`config.mk`:
```
export PLATFORM = sky130hd
export DESIGN_NAME = sram_march_bist
export DESIGN_NICKNAME = d
export VERILOG_FILES = /design/src/rtl/sram_march_bist.sv
export SDC_FILE = /design/constraint.sdc
export NUM_CORES = 1
export LEC_CHECK = 0
export BUFFER_PORTS_ARGS = -buffer_cell sky130_fd_sc_hd__buf_4
export CAP_MARGIN = 20
export CORE_ASPECT_RATIO = 1.75
export CORE_MARGIN = 8
export CORE_UTILIZATION = 55
export CTS_CLUSTER_DIAMETER = 30
export DETAILED_ROUTE_END_ITERATION = 8
export PLACE_DENSITY = 0.81
export SKIP_LAST_GASP = 1
export SLEW_MARGIN = 10
export SYNTH_ARGS = -nofsm -noshare
export SYNTH_HDL_FRONTEND = slang
export SYNTH_SLANG_ARGS = --single-unit
```
`constraint.sdc`:
```
create_clock -name clock -period 6.4 [get_ports clock]
set_input_delay 0.32 -clock clock [delete_from_list [all_inputs] [get_ports clock]]
set_output_delay 0.32 -clock clock [all_outputs]
set_load 0.1 [all_outputs]
```
`src/rtl/sram_march_bist.sv`:
```
// March C- self-test engine for a single-port SRAM: one op per cycle, read data
// compared the cycle after the macro registers it, first failure kept sticky.
module sram_march_bist #(
    parameter int unsigned       ADDR_W       = 6,
    parameter int unsigned       DATA_W       = 34,
    parameter int unsigned       DEPTH        = 64,
    parameter logic [DATA_W-1:0] BACKGROUND   = {DATA_W{1'b0}},
    parameter bit                STOP_ON_FAIL = 1'b1
) (
    input  logic              clock,
    input  logic              reset_n,
    input  logic              start,
    output logic              busy,
    output logic              done,
    output logic              fail,
    output logic [ADDR_W-1:0] fail_addr,
    output logic [2:0]        fail_elem,
    output logic [DATA_W-1:0] fail_syndrome,
    output logic              sram_csb,
    output logic              sram_web,
    output logic              sram_oeb,
    output logic [ADDR_W-1:0] sram_a,
    output logic [DATA_W-1:0] sram_i,
    input  logic [DATA_W-1:0] sram_o
);

    localparam int unsigned       ELEM_W    = 3;
    localparam logic [ELEM_W-1:0] ELEM_END  = ELEM_W'(6);
    localparam logic [ADDR_W-1:0] ADDR_LAST = ADDR_W'(DEPTH - 1);

    typedef enum logic [1:0] {ST_IDLE, ST_RUN, ST_DRAIN, ST_DONE} state_e;

    state_e              state_q, state_d;
    logic [ELEM_W-1:0]   elem_q, elem_d;
    logic [ADDR_W-1:0]   addr_q, addr_d;
    logic                second_q, second_d;
    logic                csb_q, csb_d, web_q, web_d, oeb_q, oeb_d;
    logic [ADDR_W-1:0]   a_q, a_d;
    logic [DATA_W-1:0]   wdata_q, wdata_d;
    logic                rd_valid_q, rd_valid_d;
    logic [ADDR_W-1:0]   rd_addr_q, rd_addr_d;
    logic [ELEM_W-1:0]   rd_elem_q, rd_elem_d;
    logic [DATA_W-1:0]   rd_exp_q, rd_exp_d;
    logic                cmp_valid_q, cmp_valid_d;
    logic [ADDR_W-1:0]   cmp_addr_q, cmp_addr_d;
    logic [ELEM_W-1:0]   cmp_elem_q, cmp_elem_d;
    logic [DATA_W-1:0]   cmp_exp_q, cmp_exp_d;
    logic                busy_q, busy_d, done_q, done_d, fail_q, fail_d;
    logic [ADDR_W-1:0]   fail_addr_q, fail_addr_d;
    logic [ELEM_W-1:0]   fail_elem_q, fail_elem_d;
    logic [DATA_W-1:0]   fail_syn_q, fail_syn_d;

    logic                issue_c, op_read_c, op_down_c, mismatch_c;
    logic [ELEM_W-1:0]   op_elem_c;
    logic [ADDR_W-1:0]   op_addr_c;
    logic                op_second_c;

    // Next-state, op issue, compare pipeline and failure capture
    always_comb begin
        state_d     = state_q;
        elem_d      = elem_q;
        addr_d      = addr_q;
        second_d    = second_q;
        csb_d       = 1'b1;
        web_d       = 1'b1;
        oeb_d       = 1'b1;
        a_d         = '0;
        wdata_d     = '0;
        rd_valid_d  = 1'b0;
        rd_addr_d   = rd_addr_q;
        rd_elem_d   = rd_elem_q;
        rd_exp_d    = rd_exp_q;
        cmp_valid_d = rd_valid_q;
        cmp_addr_d  = rd_addr_q;
        cmp_elem_d  = rd_elem_q;
        cmp_exp_d   = rd_exp_q;
        busy_d      = busy_q;
        done_d      = done_q;
        fail_d      = fail_q;
        fail_addr_d = fail_addr_q;
        fail_elem_d = fail_elem_q;
        fail_syn_d  = fail_syn_q;
        issue_c     = 1'b0;
        op_elem_c   = elem_q;
        op_addr_c   = addr_q;
        op_second_c = second_q;
        mismatch_c  = cmp_valid_q && (sram_o != cmp_exp_q);

        case (state_q)
            ST_IDLE, ST_DONE: begin
                if (start) begin
                    state_d     = ST_RUN;
                    busy_d      = 1'b1;
                    done_d      = 1'b0;
                    fail_d      = 1'b0;
                    fail_addr_d = '0;
                    fail_elem_d = '0;
                    fail_syn_d  = '0;
                    issue_c     = 1'b1;
                    op_elem_c   = '0;
                    op_addr_c   = '0;
                    op_second_c = 1'b0;
                end
            end
            ST_RUN: begin
                if (elem_q == ELEM_END) state_d = ST_DRAIN;
                else                    issue_c = 1'b1;
            end
            ST_DRAIN: begin
                state_d = ST_DONE;
                busy_d  = 1'b0;
                done_d  = 1'b1;
            end
            default: state_d = ST_IDLE;
        endcase

        op_read_c = (op_elem_c != '0) && !op_second_c;
        op_down_c = (op_elem_c == ELEM_W'(3)) || (op_elem_c == ELEM_W'(4));

        if (issue_c) begin
            csb_d = 1'b0;
            a_d   = op_addr_c;
            if (op_read_c) begin
                oeb_d      = 1'b0;
                rd_valid_d = 1'b1;
                rd_addr_d  = op_addr_c;
                rd_elem_d  = op_elem_c;
                rd_exp_d   = ((op_elem_c == ELEM_W'(2)) || (op_elem_c == ELEM_W'(4)))
                             ? ~BACKGROUND : BACKGROUND;
            end else begin
                web_d   = 1'b0;
                wdata_d = ((op_elem_c == ELEM_W'(1)) || (op_elem_c == ELEM_W'(3)))
                          ? ~BACKGROUND : BACKGROUND;
            end
            // Read of a pair stays on its address; otherwise step or move to next element
            if (op_read_c && (op_elem_c != ELEM_W'(5))) begin
                elem_d   = op_elem_c;
                addr_d   = op_addr_c;
                second_d = 1'b1;
            end else begin
                second_d = 1'b0;
                if (op_down_c ? (op_addr_c == '0) : (op_addr_c == ADDR_LAST)) begin
                    elem_d = op_elem_c + ELEM_W'(1);
                    addr_d = ((op_elem_c == ELEM_W'(2)) || (op_elem_c == ELEM_W'(3)))
                             ? ADDR_LAST : '0;
                end else begin
                    elem_d = op_elem_c;
                    addr_d = op_down_c ? (op_addr_c - ADDR_W'(1)) : (op_addr_c + ADDR_W'(1));
                end
            end
        end

        if (((state_q == ST_RUN) || (state_q == ST_DRAIN)) && mismatch_c && !fail_q) begin
            fail_d      = 1'b1;
            fail_addr_d = cmp_addr_q;
            fail_elem_d = cmp_elem_q;
            fail_syn_d  = sram_o ^ cmp_exp_q;
            if (STOP_ON_FAIL) begin
                state_d     = ST_DONE;
                busy_d      = 1'b0;
                done_d      = 1'b1;
                csb_d       = 1'b1;
                web_d       = 1'b1;
                oeb_d       = 1'b1;
                a_d         = '0;
                wdata_d     = '0;
                rd_valid_d  = 1'b0;
                cmp_valid_d = 1'b0;
            end
        end
    end

    always_ff @(posedge clock or negedge reset_n) begin
        if (!reset_n) begin
            state_q     <= ST_IDLE;
            elem_q      <= '0;
            addr_q      <= '0;
            second_q    <= 1'b0;
            csb_q       <= 1'b1;
            web_q       <= 1'b1;
            oeb_q       <= 1'b1;
            a_q         <= '0;
            wdata_q     <= '0;
            rd_valid_q  <= 1'b0;
            rd_addr_q   <= '0;
            rd_elem_q   <= '0;
            rd_exp_q    <= '0;
            cmp_valid_q <= 1'b0;
            cmp_addr_q  <= '0;
            cmp_elem_q  <= '0;
            cmp_exp_q   <= '0;
            busy_q      <= 1'b0;
            done_q      <= 1'b0;
            fail_q      <= 1'b0;
            fail_addr_q <= '0;
            fail_elem_q <= '0;
            fail_syn_q  <= '0;
        end else begin
            state_q     <= state_d;
            elem_q      <= elem_d;
            addr_q      <= addr_d;
            second_q    <= second_d;
            csb_q       <= csb_d;
            web_q       <= web_d;
            oeb_q       <= oeb_d;
            a_q         <= a_d;
            wdata_q     <= wdata_d;
            rd_valid_q  <= rd_valid_d;
            rd_addr_q   <= rd_addr_d;
            rd_elem_q   <= rd_elem_d;
            rd_exp_q    <= rd_exp_d;
            cmp_valid_q <= cmp_valid_d;
            cmp_addr_q  <= cmp_addr_d;
            cmp_elem_q  <= cmp_elem_d;
            cmp_exp_q   <= cmp_exp_d;
            busy_q      <= busy_d;
            done_q      <= done_d;
            fail_q      <= fail_d;
            fail_addr_q <= fail_addr_d;
            fail_elem_q <= fail_elem_d;
            fail_syn_q  <= fail_syn_d;
        end
    end

    assign busy          = busy_q;
    assign done          = done_q;
    assign fail          = fail_q;
    assign fail_addr     = fail_addr_q;
    assign fail_elem     = fail_elem_q;
    assign fail_syndrome = fail_syn_q;
    assign sram_csb      = csb_q;
    assign sram_web      = web_q;
    assign sram_oeb      = oeb_q;
    assign sram_a        = a_q;
    assign sram_i        = wdata_q;

endmodule

```
==> metrics.txt <==
Port Buffers=125; Fmax=276.0 MHz; Netlist cell types=53; largest area contributor in the netlist=dfrtp_1; fin crit share=56.61%; Synth area leaders=dfrtp_1 39%, a41o_1 6.1%, xnor2_1 5.8%; worst skew pair latency=0.34 ns; Seq/Total Area, Yosys=40.16%; Worst-path clk slew=0.06 ns; Area Overhead vs Synth=18.38%; vias in the first global route=4,833; Routability Congestion=0.9150; DR DRC count=0; total gr overflow=0; core area=10,120 sq um; CTS Sinks=90; antenna fix cells=0; clk buf depth=2; synthesized area=5617 sq um; DRT Pass-1 Iters=5; Critical Path End Type=flip-flop; starting density of the core=55.52%; final hold vios=0; Post-synth top cells=87 x dfrtp_1, 62 x nand2_1, 48 x a21oi_1, 44 x a31oi_1, 41 x clkbuf_1; HPWL Detailed=10,830 um; via density per instance=6.263; Die Span X=92.39 um; antenna violations before repair=0; Antenna Nets Post-Route=0; Synth async-reset ratio=100.0%; Synth warnings=0; count leader, synth=dfrtp_1; first-pass GRT wire length=24,250 um; Vias=4,929; Peak VDD IR=0.1866 mV; Root Driver=clkbuf_16; Inserted Clock Buffers=9; pwr dens=287.8 nW/um^2; RSZ-0062 raised after global routing=false; Worst Path Required=6.61 ns; top_reg_cell synth=dfrtp_1; share of post-route cells with drive strength above 1=25.76%; DRT Wirelength=15,400 um; worst slew pin tran=0.9413 ns; H-tree depth=3; Mapped Cells=599; Mapped Nets=648; setup tns final=0 ns; Yosys top cell area share=38.76%; cell mode on critical path=ha_1; Post-Place Setup Slack=2.823 ns; Ports=126; clock skew=0.006664 ns; critical path arrival=3.83 ns; EDFF count, synth=0; fin nets=704; CTS tree=built; die area=13,830 sq um; Crit Path Max Fanout=11; Setup CP Type=reg -> reg; Leak Pwr=0.003031 uW; post-CTS resize count=0; Synth Area per Inst=9.377 sq um; CP Launch Type=flip-flop; Die Y=149.7 um; Slew HR=37.25%; CP peak stage delay=0.52 ns; Slew Viols, Final=0; First DRT Iteration DRCs=361; Setup WS post-layout=2.777 ns; outcome=complete, no violations; CP max stage cell=ha_1; fin crit period=3.623 ns; Final Setup Violations=0; Filler Cell Count=814; pin count of the biggest net entering global routing=101; Min-Delay Path Class=in -> async; MaxCap Viol Count=0; Total Routing Usage GR=21.71%; wire length per cell=19.56 um; crit-path cells=inv_1 -> ha_1 -> and2_1 -> nor2_1 -> inv_1 -> ha_1 -> mux2_2 -> ha_1 -> a21o_1 -> a31oi_1 -> o21ai_0 -> xnor2_1 -> o211ai_1; synthesized flop and latch total=90; row count=49
[cell type report]
| cell class | instances | area (sq um) | share of cell area [%] |
|---|---|---|---|
| clock buffer | 14 | 264.0 | 3.971 |
| multi-input combinational | 410 | 2830 | 42.57 |
| sequential | 90 | 2257 | 33.95 |
| clock inverter | 2 | 35.03 | 0.5269 |
| inverter | 8 | 30.03 | 0.4516 |
| timing repair buffer | 136 | 1074 | 16.15 |
| tap | 127 | 158.9 | 2.390 |
[cells in the final DEF (no fill, tap or decap), types with 7 or more instances in the layout]
cell type / count
o211ai_1: 13
mux2i_1: 8
nand4_1: 7
a41o_1: 34
buf_4: 131
dfrtp_1: 86
o21ai_0: 21
nand3_1: 19
a31oi_1: 44
o2111a_1: 7
a21oi_1: 48
mux2_2: 7
nand2_1: 61
nor2_1: 18
xnor2_1: 37
ha_1: 11
clkbuf_16: 9
or4_1: 18
inv_1: 8
[cell families after synthesis]
group	Yosys count	share of synthesized area (%)
compound gates	191	24.06
xor+xnor	39	6.082
fa+ha+maj	12	2.807
buf+inv	99	9.579
flops	90	40.16
mux	18	3.876
simple gates	150	13.43
[report_power, final]
group	switching [uW]	internal [uW]	leakage [uW]
Combinational	485	184	0.00167
Sequential	59.9	648	0.00121
Clock	213	324	0.000147
[state kept, by name (all words and copies together), names as in the netlist, 2 cells and up]
name           cells
addr_q             6
cmp_addr_d         6
cmp_addr_q         6
cmp_elem_d         3
cmp_elem_q         3
elem_q             3
fail_addr          6
fail_elem          3
fail_syndrome     34
sram_a             6
state_q            2
[through the flow]
stage / cells / hold slack, ns / utilization, % / instance area (sq um) / power [uW]
after floorplan: 599 / 0.02441 / - / 5617 / 1190
after global placement: 766 / 0.1004 / 61.88 / 6260 / 1347
after detailed placement: 768 / 0.1024 / 62.20 / 6292 / 1374
after CTS: 785 / 0.2852 / 65.26 / 6601 / 1910
after global routing: 787 / 0.2970 / 65.73 / 6649 / 2001
final: 787 / 0.2917 / 65.73 / 6649 / 1914
[path summary, 6_finish.rpt]
kind / start / end / slack, ns / cells past startpoint
max in group asynchronous: reset_n / sram_csb / 5.20 / 4
hold reg to reg: cmp_addr_d[4] / cmp_addr_q[4] / 0.37 / 0
setup reg to reg: state_q[0] / addr_q[5] / 2.78 / 13
min in group clock: sram_o[1] / fail_syndrome[1] / 0.30 / 3
setup / recovery: state_q[0] / addr_q[5] / 2.78 / 13
hold / removal: reset_n / fail_syndrome[16] / 0.29 / 2
[routing by layer]
| metal | part of all wire, % | track usage, % | wire (um) | vias up |
|---|---|---|---|---|
| li1 | - | - | - | 2299 |
| met1 | 36 | 22.75 | 5517 | 2390 |
| met2 | 54 | 39.07 | 8347 | 190 |
| met3 | 6.1 | 4.872 | 945 | 50 |
| met4 | 3.8 | 11.68 | 586 | 0 |
| met5 | 0 | 0 | 0 | - |
[what timing repair did]
action,CTS,global route
setup buffers,0,0
hold buffers,1,0
endpoints found under the hold margin,1,0
[worst max-delay path: cells and delay by family (launching register included)]
family                     cells  cell delay [ns]
and+or+nand+nor                2             0.49
AOI/OAI and AO/OA              4             0.70
adders and majority gates      3             1.23
DFF                            1             0.37
xor gates and xnor gates       1             0.17
buffers and inverters          2             0.19
muxes                          1             0.36
Power figures use the tool's default switching activity.
